<file path="src/rtl/lsu_pkg.sv">
// Shared types and helpers for the load/store memory stage.
package lsu_pkg;

   // FSM states of the memory stage
   typedef enum logic [1:0] {
      ST_IDLE = 2'd0,
      ST_REQ  = 2'd1,
      ST_WAIT = 2'd2,
      ST_DONE = 2'd3
   } lsu_state_e;

   // Access size encodings as carried on mem_size_i
   localparam logic [1:0] SIZE_B = 2'd0;
   localparam logic [1:0] SIZE_H = 2'd1;
   localparam logic [1:0] SIZE_W = 2'd2;
   localparam logic [1:0] SIZE_D = 2'd3;

   // Widest supported datapath; narrower instances zero-extend into these fields
   localparam int MAX_XLEN = 64;
   localparam int MAX_NB   = MAX_XLEN / 8;

   // One recent-store history entry (word-aligned address, lane enables, lane data)
   typedef struct packed {
      logic                valid;
      logic [MAX_XLEN-1:0] waddr;
      logic [MAX_NB-1:0]   be;
      logic [MAX_XLEN-1:0] data;
   } fwd_entry_t;

   // Unshifted byte-enable mask for an access size
   function automatic logic [MAX_NB-1:0] be_mask(input logic [1:0] size);
      logic [MAX_NB-1:0] m;
      case (size)
         SIZE_B:  m = 8'h01;
         SIZE_H:  m = 8'h03;
         SIZE_W:  m = 8'h0F;
         default: m = 8'hFF;
      endcase
      return m;
   endfunction

   // Move the addressed lane down to bit 0, then sign- or zero-extend it
   function automatic logic [MAX_XLEN-1:0] lane_extend(input logic [MAX_XLEN-1:0] word,
                                                       input logic [2:0]          offset,
                                                       input logic [1:0]          size,
                                                       input logic                is_unsigned);
      logic [MAX_XLEN-1:0] sh;
      logic [MAX_XLEN-1:0] res;
      sh = word >> {offset, 3'b000};
      case (size)
         SIZE_B:  res = is_unsigned ? {56'd0, sh[7:0]}  : {{56{sh[7]}}, sh[7:0]};
         SIZE_H:  res = is_unsigned ? {48'd0, sh[15:0]} : {{48{sh[15]}}, sh[15:0]};
         SIZE_W:  res = is_unsigned ? {32'd0, sh[31:0]} : {{32{sh[31]}}, sh[31:0]};
         default: res = sh;
      endcase
      return res;
   endfunction

endpackage

</file>
<file path="src/rtl/lsu_fwd_buf.sv">
// Recent-store history: a circular buffer of completed stores, and a per-lane
// merge that overlays the youngest matching store bytes onto memory read data.
module lsu_fwd_buf
   import lsu_pkg::*;
#(
   parameter int XLEN  = 32,
   parameter int DEPTH = 4
) (
   input  logic              clk_i,
   input  logic              reset_i,
   input  logic              push_i,
   input  logic [XLEN-1:0]   push_addr_i,
   input  logic [XLEN/8-1:0] push_be_i,
   input  logic [XLEN-1:0]   push_data_i,
   input  logic [XLEN-1:0]   lookup_addr_i,
   input  logic [XLEN-1:0]   mem_data_i,
   output logic [XLEN-1:0]   merged_o
);

   localparam int NB    = XLEN / 8;
   localparam int PTR_W = (DEPTH > 1) ? $clog2(DEPTH) : 1;

   fwd_entry_t        hist_q [DEPTH];
   logic [PTR_W-1:0]  ptr_q, ptr_d;
   logic [PTR_W-1:0]  idx;
   logic              unused_hist;

   // Write pointer always names the oldest slot, which the next push overwrites
   always_comb begin
      ptr_d = ptr_q;
      if (push_i) begin
         ptr_d = (ptr_q == PTR_W'(DEPTH - 1)) ? '0 : ptr_q + PTR_W'(1);
      end
   end

   // History storage; reset invalidates every entry
   always_ff @(posedge clk_i or posedge reset_i) begin
      if (reset_i) begin
         ptr_q <= '0;
         for (int i = 0; i < DEPTH; i++) begin
            hist_q[i] <= '0;
         end
      end else begin
         ptr_q <= ptr_d;
         if (push_i) begin
            hist_q[ptr_q] <= '{valid: 1'b1,
                               waddr: MAX_XLEN'(push_addr_i),
                               be:    MAX_NB'(push_be_i),
                               data:  MAX_XLEN'(push_data_i)};
         end
      end
   end

   // Walk oldest to youngest so the youngest matching byte wins each lane
   always_comb begin
      merged_o = mem_data_i;
      idx      = '0;
      for (int k = 0; k < DEPTH; k++) begin
         idx = PTR_W'((int'(ptr_q) + k) % DEPTH);
         if (hist_q[idx].valid && (hist_q[idx].waddr == MAX_XLEN'(lookup_addr_i))) begin
            for (int b = 0; b < NB; b++) begin
               if (hist_q[idx].be[b]) begin
                  merged_o[8*b +: 8] = hist_q[idx].data[8*b +: 8];
               end
            end
         end
      end
   end

   // Fold the width-padding bits of narrow instances into one ignored net
   always_comb begin
      unused_hist = 1'b0;
      for (int k = 0; k < DEPTH; k++) begin
         unused_hist = unused_hist ^ (^hist_q[k]);
      end
   end

endmodule

</file>
<file path="src/rtl/lsu_mem_stage.sv">
// Memory-access pipeline stage between execute and writeback. Issues byte/half/
// word/dword accesses over a req/gnt/rvalid interface, extends loads, and
// forwards bytes from recent stores.
//
// Handshakes: an op moves from execute when in_valid_i && in_ready_o at a
// rising edge. A memory request is offered while dmem_req_o is high and is
// taken at the edge where dmem_gnt_i is also high; the request fields do not
// change until then. Load data is taken at the first edge with dmem_rvalid_i
// high strictly after the grant edge. rd_valid_o is a one-cycle strobe with no
// back-pressure.
module lsu_mem_stage
   import lsu_pkg::*;
#(
   parameter int XLEN      = 32,
   parameter int REG_AW    = 5,
   parameter int FWD_DEPTH = 4,
   parameter int WARMUP    = 3
) (
   input  logic              clk_i,
   input  logic              reset_i,
   input  logic              halt_i,
   input  logic              in_valid_i,
   output logic              in_ready_o,
   input  logic [XLEN-1:0]   mem_addr_i,
   input  logic              mem_read_en_i,
   input  logic              mem_write_en_i,
   input  logic [XLEN-1:0]   mem_write_data_i,
   input  logic [1:0]        mem_size_i,
   input  logic              load_unsigned_i,
   input  logic [REG_AW-1:0] rd_addr_i,
   input  logic              rd_write_en_i,
   input  logic [XLEN-1:0]   rd_data_i,
   output logic              dmem_req_o,
   input  logic              dmem_gnt_i,
   output logic              dmem_we_o,
   output logic [XLEN-1:0]   dmem_addr_o,
   output logic [XLEN/8-1:0] dmem_be_o,
   output logic [XLEN-1:0]   dmem_wdata_o,
   input  logic              dmem_rvalid_i,
   input  logic [XLEN-1:0]   dmem_rdata_i,
   output logic              rd_valid_o,
   output logic [REG_AW-1:0] rd_addr_o,
   output logic              rd_write_en_o,
   output logic [XLEN-1:0]   rd_data_o,
   output logic              misalign_o,
   output lsu_state_e        dbg_state_o
);

   localparam int NB     = XLEN / 8;
   localparam int OFF_W  = $clog2(NB);
   localparam int WCNT_W = (WARMUP > 0) ? $clog2(WARMUP + 1) : 1;

   lsu_state_e        state_q, state_d;
   logic [WCNT_W-1:0] warm_q, warm_d;
   logic [XLEN-1:0]   addr_q, addr_d;
   logic [OFF_W-1:0]  off_q, off_d;
   logic              we_q, we_d;
   logic [1:0]        size_q, size_d;
   logic              uns_q, uns_d;
   logic [NB-1:0]     be_q, be_d;
   logic [XLEN-1:0]   wdata_q, wdata_d;
   logic [REG_AW-1:0] rd_addr_q, rd_addr_d;
   logic              rd_we_q, rd_we_d;
   logic [XLEN-1:0]   rd_data_q, rd_data_d;
   logic              rd_valid_q, rd_valid_d;
   logic              misalign_q, misalign_d;

   logic                warm;
   logic                accept;
   logic                is_mem;
   logic                misaligned;
   logic [OFF_W-1:0]    in_off;
   logic [MAX_NB-1:0]   mask8;
   logic [NB-1:0]       be_new;
   logic [XLEN-1:0]     wdata_new;
   logic [XLEN-1:0]     waddr_new;
   logic                push;
   logic [XLEN-1:0]     merged_data;
   logic [MAX_XLEN-1:0] ext_full;
   logic [XLEN-1:0]     load_data;
   logic                unused_bits;

   assign warm       = (warm_q == WCNT_W'(WARMUP));
   assign in_ready_o = (state_q == ST_IDLE) & warm & ~halt_i;
   assign accept     = in_valid_i & in_ready_o;
   assign is_mem     = mem_read_en_i | mem_write_en_i;
   assign in_off     = mem_addr_i[OFF_W-1:0];
   assign waddr_new  = {mem_addr_i[XLEN-1:OFF_W], {OFF_W{1'b0}}};
   assign mask8      = be_mask(mem_size_i);
   assign be_new     = NB'(mask8) << in_off;

   // Misalignment check; a dword on a 32-bit datapath is rejected the same way
   always_comb begin
      case (mem_size_i)
         SIZE_H:  misaligned = mem_addr_i[0];
         SIZE_W:  misaligned = |mem_addr_i[1:0];
         SIZE_D:  misaligned = (XLEN < 64) ? 1'b1 : (|mem_addr_i[2:0]);
         default: misaligned = 1'b0;
      endcase
   end

   // Replicate store data into every lane so memory picks it up under be
   always_comb begin
      case (mem_size_i)
         SIZE_B:  wdata_new = {NB{mem_write_data_i[7:0]}};
         SIZE_H:  wdata_new = {(NB/2){mem_write_data_i[15:0]}};
         SIZE_W:  wdata_new = {(NB/4){mem_write_data_i[31:0]}};
         default: wdata_new = mem_write_data_i;
      endcase
   end

   lsu_fwd_buf #(
      .XLEN  (XLEN),
      .DEPTH (FWD_DEPTH)
   ) u_fwd_buf (
      .clk_i         (clk_i),
      .reset_i       (reset_i),
      .push_i        (push),
      .push_addr_i   (addr_q),
      .push_be_i     (be_q),
      .push_data_i   (wdata_q),
      .lookup_addr_i (addr_q),
      .mem_data_i    (dmem_rdata_i),
      .merged_o      (merged_data)
   );

   assign ext_full    = lane_extend(MAX_XLEN'(merged_data), 3'(off_q), size_q, uns_q);
   assign load_data   = ext_full[XLEN-1:0];
   assign unused_bits = ^{ext_full, mask8};

   // Warm-up counter saturates, after which the stage may accept work
   always_comb begin
      warm_d = warm ? warm_q : warm_q + WCNT_W'(1);
   end

   // Next state, field capture and writeback strobes
   always_comb begin
      state_d    = state_q;
      addr_d     = addr_q;
      off_d      = off_q;
      we_d       = we_q;
      size_d     = size_q;
      uns_d      = uns_q;
      be_d       = be_q;
      wdata_d    = wdata_q;
      rd_addr_d  = rd_addr_q;
      rd_we_d    = rd_we_q;
      rd_data_d  = rd_data_q;
      rd_valid_d = 1'b0;
      misalign_d = 1'b0;
      push       = 1'b0;
      case (state_q)
         ST_IDLE: begin
            if (accept) begin
               rd_addr_d = rd_addr_i;
               if (!is_mem) begin
                  rd_valid_d = 1'b1;
                  rd_we_d    = rd_write_en_i;
                  rd_data_d  = rd_data_i;
               end else if (misaligned) begin
                  rd_valid_d = 1'b1;
                  rd_we_d    = 1'b0;
                  rd_data_d  = '0;
                  misalign_d = 1'b1;
               end else begin
                  // A write takes precedence when both enables are set
                  addr_d    = waddr_new;
                  off_d     = in_off;
                  we_d      = mem_write_en_i;
                  size_d    = mem_size_i;
                  uns_d     = load_unsigned_i;
                  be_d      = be_new;
                  wdata_d   = wdata_new;
                  rd_we_d   = rd_write_en_i & ~mem_write_en_i;
                  rd_data_d = '0;
                  state_d   = ST_REQ;
               end
            end
         end
         ST_REQ: begin
            if (dmem_gnt_i) begin
               if (we_q) begin
                  push       = 1'b1;
                  rd_valid_d = 1'b1;
                  state_d    = ST_DONE;
               end else begin
                  state_d = ST_WAIT;
               end
            end
         end
         ST_WAIT: begin
            if (dmem_rvalid_i) begin
               rd_data_d  = load_data;
               rd_valid_d = 1'b1;
               state_d    = ST_DONE;
            end
         end
         ST_DONE: begin
            state_d = ST_IDLE;
         end
         default: begin
            state_d = ST_IDLE;
         end
      endcase
   end

   // State and datapath registers, all cleared by the asynchronous reset
   always_ff @(posedge clk_i or posedge reset_i) begin
      if (reset_i) begin
         state_q    <= ST_IDLE;
         warm_q     <= '0;
         addr_q     <= '0;
         off_q      <= '0;
         we_q       <= 1'b0;
         size_q     <= '0;
         uns_q      <= 1'b0;
         be_q       <= '0;
         wdata_q    <= '0;
         rd_addr_q  <= '0;
         rd_we_q    <= 1'b0;
         rd_data_q  <= '0;
         rd_valid_q <= 1'b0;
         misalign_q <= 1'b0;
      end else begin
         state_q    <= state_d;
         warm_q     <= warm_d;
         addr_q     <= addr_d;
         off_q      <= off_d;
         we_q       <= we_d;
         size_q     <= size_d;
         uns_q      <= uns_d;
         be_q       <= be_d;
         wdata_q    <= wdata_d;
         rd_addr_q  <= rd_addr_d;
         rd_we_q    <= rd_we_d;
         rd_data_q  <= rd_data_d;
         rd_valid_q <= rd_valid_d;
         misalign_q <= misalign_d;
      end
   end

   assign dmem_req_o    = (state_q == ST_REQ);
   assign dmem_we_o     = we_q;
   assign dmem_addr_o   = addr_q;
   assign dmem_be_o     = be_q;
   assign dmem_wdata_o  = wdata_q;
   assign rd_valid_o    = rd_valid_q;
   assign rd_addr_o     = rd_addr_q;
   assign rd_write_en_o = rd_we_q;
   assign rd_data_o     = rd_data_q;
   assign misalign_o    = misalign_q;
   assign dbg_state_o   = state_q;

endmodule

</file>
<file path="config.mk">
export PLATFORM = sky130hd
export DESIGN_NAME = lsu_mem_stage
export DESIGN_NICKNAME = d
export VERILOG_FILES = /design/src/rtl/lsu_pkg.sv /design/src/rtl/lsu_fwd_buf.sv /design/src/rtl/lsu_mem_stage.sv
export SDC_FILE = /design/constraint.sdc
export NUM_CORES = 1
export LEC_CHECK = 0
export CELL_PAD_IN_SITES_DETAIL_PLACEMENT = 2
export CELL_PAD_IN_SITES_GLOBAL_PLACEMENT = 2
export CORE_MARGIN = 1.5
export CORE_UTILIZATION = 35
export CTS_CLUSTER_DIAMETER = 200
export DETAILED_ROUTE_END_ITERATION = 6
export PLACE_DENSITY_LB_ADDON = 0.15
export SLEW_MARGIN = 10
export SYNTH_ARGS = -nofsm -noshare
export SYNTH_HDL_FRONTEND = slang
export SYNTH_SLANG_ARGS = --single-unit
</file>
<file path="constraint.sdc">
create_clock -name clk_i -period 14.1 [get_ports clk_i]
set_input_delay 2.82 -clock clk_i [delete_from_list [all_inputs] [get_ports clk_i]]
set_output_delay 2.82 -clock clk_i [all_outputs]
set_load 0.05 [all_outputs]
</file>
==> flow_summary.ini <==
[placement]
globalplace.congestion = 0.925
post-dp-hpwl_mm = 83.0
portBuffers = 255
placed_cells = 3603

[floorplan]
io_pins = 258
num_rows = 101
initial_utilization_pct = 35.3
design.die.area_sq_um = 78100
die_w_um = 279
core_sq_um = 75800
die_h_um = 279

[yosys]
netlist.area_leader.share_pct = 36.1
yosys.area_share.adder_pct = 0.468
synthTopCellsByArea = dfrtp_1, mux2_2, mux4_2
synthSimpleGateAreaFrac_pct = 12.7
ys_types = 100
seq_area_frac_synth_pct = 36.1
ys_ff_latch = 386
synth-edff-count = 0
netlist_instances = 2545
synthXorXnorAreaFrac_pct = 2.82
synth_area_per_cell_sq_um = 10.5
yosys_most_used_dff = dfrtp_1
syn-cell-area_sq_um = 26700
synthMuxAreaShare_pct = 29.8
synth.largest_area_cell = dfrtp_1
async_flop_share_pct = 100
yosys_warnings = 0
synth-compound-area-share_pct = 13.7
synth_top_family_by_area = multiplexers

[sta]
holdWs_ns = 0.485
setup_viol = 0
period_minus_slack_ns = 7.78
finClkSkew_ns = 0.0242
hold_viol = 0
setup_tns_ns = 0
fmax_mhz = 129
rsz0062_at_grt = false
slew_headroom_pct = 9.21
fin_crit_sh_pct = 55.1
finalMaxSlewViolations = 0
worst_slew_pin_slew_ns = 1.34

[power]
finalPower_mw = 8.57
ir_drop_uv = 295
power_density_nw_per_um2 = 272
leakage_nw = 13.2

[global_routing]
first_global_vias = 24466
antenna_found_initial = 7
overflow = 0
grt_first_pass_wirelength_mm = 169
grt_use_total_pct = 29.0
grt_max_degree = 141

[flow_run]
drv_cap = 0

[layout]
most-common-layout-cells = dfrtp_1, nand2_1, mux2_2
stdcell_count = 3693
fin_util_pct = 41.5
fin_nets = 2830
drive_above_1_share_pct = 21.5
area_growth_pct = 17.8
final_common_cell = dfrtp_1

[detailed_routing]
routed_wl_mm = 114
wl_per_cell_um = 30.8
drt_iter0_markers = 1691
firstDrtPassIters = 5
ant_nets = 0
drc = 0
num_vias = 22729
vias_per_cell = 6.15

[min_path]
hold_path_class = reg -> reg
hold_depth = 1

[clock_tree]
clk_path_buf_depth = 3
cts_buffers = 48
postCtsHoldBufs = 0
cts-resized-gates = 0
path_clk_slew_ns = 0.06
post-cts-setup-buffer-count = 0
htree_num_levels = 2
clkLatencyLatePin_ns = 0.62
cts_tree = yes
cts_sinks = 386
clockRootBuffer = clkbuf_16

[setup_path]
crit_slowest_cell = nor4bb_2
rr_worst_depth = 13
cp_max_fo = 140
cp-end-kind = flop
arrival_ns = 8.22
critical_path_class = reg -> reg
crit_required_ns = 14.54
start_kind = flop
cpPeakStageDelay_ns = 1.16
crit_chain = inv_1 -> ha_4 -> buf_12 -> mux4_2 -> xnor2_1 -> nand2_1 -> or4_1 -> nor4bb_2 -> and3_1 -> o31ai_1 -> a21boi_1 -> a221oi_1 -> o21ai_1

[outcome]
outcome = complete, no violations
power breakdown:
group / total (mW) / switching [mW] / internal [mW] / leakage (nW)
registers: 2.37 / 0.811 / 1.56 / 5.08
logic: 4.88 / 2.94 / 1.94 / 7.32
clock network: 1.33 / 0.547 / 0.780 / 0.800
cell type report:
class,instances,area [sq um]
Antenna cell,2,5.00
Clock buffer,62,1290
Clock inverter,26,353
Fill cell,7844,44300
Inverter,34,135
Multi-Input combinational cell,1919,16000
Sequential cell,386,9670
Tap cell,978,1220
Timing Repair Buffer,286,2820
cells in the mapped netlist, types with 25 or more instances:
| cell type | count |
|---|---|
| mux2_2 | 272 |
| nand2_1 | 317 |
| a211oi_1 | 27 |
| nand3_1 | 33 |
| xnor2_1 | 71 |
| buf_2 | 32 |
| mux4_2 | 133 |
| a21oi_1 | 84 |
| a22oi_1 | 27 |
| dfrtp_1 | 386 |
| nand2b_1 | 25 |
| nor2_1 | 121 |
| nor3_1 | 38 |
| o21ai_0 | 166 |
| inv_1 | 31 |
| clkbuf_1 | 112 |
| mux2i_1 | 187 |
stage by stage:
step | cell area [sq um] | setup slack (ns)
floorplan | 26700 | 0.553
global placement | 29800 | 6.66
detailed placement | 29800 | 6.52
CTS | 31500 | 6.47
global route | 31500 | 5.96
finish | 31500 | 6.32
worst max-delay path: cells and delay by family, from the launching register on:
family	cells	cell delay [ns]
AND/OR/NAND/NOR	4	2.34
multiplexers	1	0.63
buffers and inverters	2	0.95
AO/OA/AOI/OAI	4	1.59
XOR/XNOR	1	0.27
adder cells (fa/ha/maj)	1	0.76
flip-flops	1	0.93
state kept, by name, summed over array words and instances, names as in the netlist:
| signal | cells |
|---|---|
| warm_q | 2 |
| off_q | 2 |
| dmem_be_o | 4 |
| misalign_o | 1 |
| dbg_state_o | 2 |
| dmem_addr_o | 30 |
| dmem_wdata_o | 32 |
| rd_valid_o | 1 |
| u_fwd_buf.ptr_q | 2 |
| rd_write_en_o | 1 |
| uns_q | 1 |
| rd_data_o | 32 |
| size_q | 2 |
| dmem_we_o | 1 |
| u_fwd_buf.hist_q | 268 |
| rd_addr_o | 5 |
worst paths after layout:
kind                                     from                   end  slack (ns)
setup reg to reg           u_fwd_buf.ptr_q[0]          rd_data_o[2]        6.32
hold reg to reg                     warm_q[0]             warm_q[0]        0.49
min in group asynchronous             reset_i       dmem_addr_o[22]        2.78
hold / removal                      warm_q[0]             warm_q[0]        0.49
max in group asynchronous             reset_i  u_fwd_buf.hist_q[19]        9.55
setup / recovery           u_fwd_buf.ptr_q[0]          rd_data_o[2]        6.32
logic make-up (layout without fill, tap and decap cells):
logic type / count (synthesis) / count (layout)
xor+xnor: 86 / 86
compound gates: 527 / 527
simple gates: 699 / 699
fa+ha+maj: 10 / 10
other cells: 1 / 4
flops: 386 / 386
buf+inv: 241 / 408
mux: 595 / 595
metal layers:
metal | track usage (%) | part of all wire, %
met5 | 0 | 0.0079
met4 | 5.63 | 1.7
met3 | 4.35 | 5.6
met2 | 46.3 | 46
met1 | 41.8 | 46
Note: power is estimated with default switching activity, not from simulation.
==> variant, RTL diff (same settings) <==
`wdata_q` no longer has a reset.
--- a/src/rtl/lsu_mem_stage.sv
+++ b/src/rtl/lsu_mem_stage.sv
@@ -215,7 +215,6 @@
          size_q     <= '0;
          uns_q      <= 1'b0;
          be_q       <= '0;
-         wdata_q    <= '0;
          rd_addr_q  <= '0;
          rd_we_q    <= 1'b0;
          rd_data_q  <= '0;
@@ -230,13 +229,16 @@
          size_q     <= size_d;
          uns_q      <= uns_d;
          be_q       <= be_d;
-         wdata_q    <= wdata_d;
          rd_addr_q  <= rd_addr_d;
          rd_we_q    <= rd_we_d;
          rd_data_q  <= rd_data_d;
          rd_valid_q <= rd_valid_d;
          misalign_q <= misalign_d;
       end
+   end
+
+   always_ff @(posedge clk_i) begin
+      wdata_q <= wdata_d;
    end
 
    assign dmem_req_o    = (state_q == ST_REQ);
Check against the original RTL: not settled (the Yosys comparison gave no result); the edit may change what the design does.
==> variant against the unedited design <==
Setup slack improved by 0.53 ns. Synthesized area fell by 1.6%. Fmax rose by 7.3%. Cell area shrank 1.1%. Sequential cell count unchanged. Largest cell class unchanged. Power shrank 4.5%. Routed wire length decreased by 4.9%.
==> variant: results <==
[cells_and_area]
nonClkBufAreaFrac = 0.09102
num-nonclk-inverters = 24
seq_cell_count = 386
areaGrowthSynthToFinish_pct = 18.33
multiInputGateArea_um2 = 15510
fin_nets = 2672
nClkBuffers = 70
antenna_cells = 0
buffers = 291

[logic_synthesis]
ys_seq_area_frac = 0.3730
yosysUniqueCellTypes = 99
async_flop_share = 0.9171
synth.area.top_cells = "dfrtp_1 34%, mux4_2 13%, mux2_2 12%"
synth_edf_count = 32
netlist.area_leader.share = 0.3365

[grt]
grt_pass1_wl_um = 161500
grt_max_degree = 149
grt_usage = 0.2795

[worst_setup_path]
cp_slowest_stage_delay_ns = 0.92
crit_arrival_ns = 7.74
critPathSlowestCell = "dfrtp_4"

[clocking]
clock_latency_ns = 0.61

[sta]
fin_skew_ns = 0.02852
tightestPinTransition_ns = 1.100

[routing]
wl_per_cell_um = 30.66
drtIter0Drc = 1713
post_drt_via_cell_ratio = 6.186

[place]
pre_cts_ws_ns = 6.790
gp_congestion = 0.9319
postPlaceCellArea_um2 = 29490
dp_hpwl_um = 79230

[power]
ir_drop_uv = 146.4
power_leakage_uw = 0.01281

[floorplanning]
fp.dieW_um = 277.2

[outcome]
status = "completed"
[variant: cell count changes after synthesis, moves of 25 or more]
cell / change
dfrtp_1: -32
clkbuf_1: -25
edfxtp_1: +32
o21ai_0: -31
nand2_1: -63
nor3_1: -27
[variant: final timing paths]
kind,endpoint,start,depth (start not counted),slack (ns)
min in group asynchronous,u_fwd_buf.hist_q[366]$_DFFE_PP0P_,reset_i,2,2.89
setup / recovery,rd_data_o[0]$_DFFE_PP0P_,u_fwd_buf.ptr_q[0]$_DFFE_PP0P_,15,6.85
hold / removal,warm_q[0]$_DFFE_PP0P_,warm_q[0]$_DFFE_PP0P_,1,0.49
hold reg to reg,warm_q[0]$_DFFE_PP0P_,warm_q[0]$_DFFE_PP0P_,1,0.49
setup reg to reg,rd_data_o[0]$_DFFE_PP0P_,u_fwd_buf.ptr_q[0]$_DFFE_PP0P_,15,6.85
max in group asynchronous,u_fwd_buf.hist_q[162]$_DFFE_PP0P_,reset_i,4,8.76
[variant: layer usage]
| layer | wire length [um] | up-vias | track usage |
|---|---|---|---|
| met5 | 12 | - | 0 |
| met4 | 2164 | 2 | 0.06171 |
| met3 | 6067 | 119 | 0.03729 |
| met2 | 48310 | 667 | 0.4270 |
| met1 | 51460 | 11700 | 0.4193 |
| li1 | - | 9307 | - |
[variant: kinds of logic after synthesis]
family | count (synthesis) | synth area share
DFF | 386 | 0.3730
adders and majority gates | 10 | 0.004753
other | 1 | 0.0001425
muxes | 619 | 0.3225
buffers and inverters | 217 | 0.04012
xor gates and xnor gates | 80 | 0.02662
AOI/OAI and AO/OA | 467 | 0.1244
and+or+nand+nor | 588 | 0.1085
[variant: power by group]
group          switching (uW)  leakage (uW)  internal (uW)
clock network             519      0.000820            788
registers                 730       0.00493           1550
logic                    2660       0.00706           1940
total                    3910        0.0128           4280
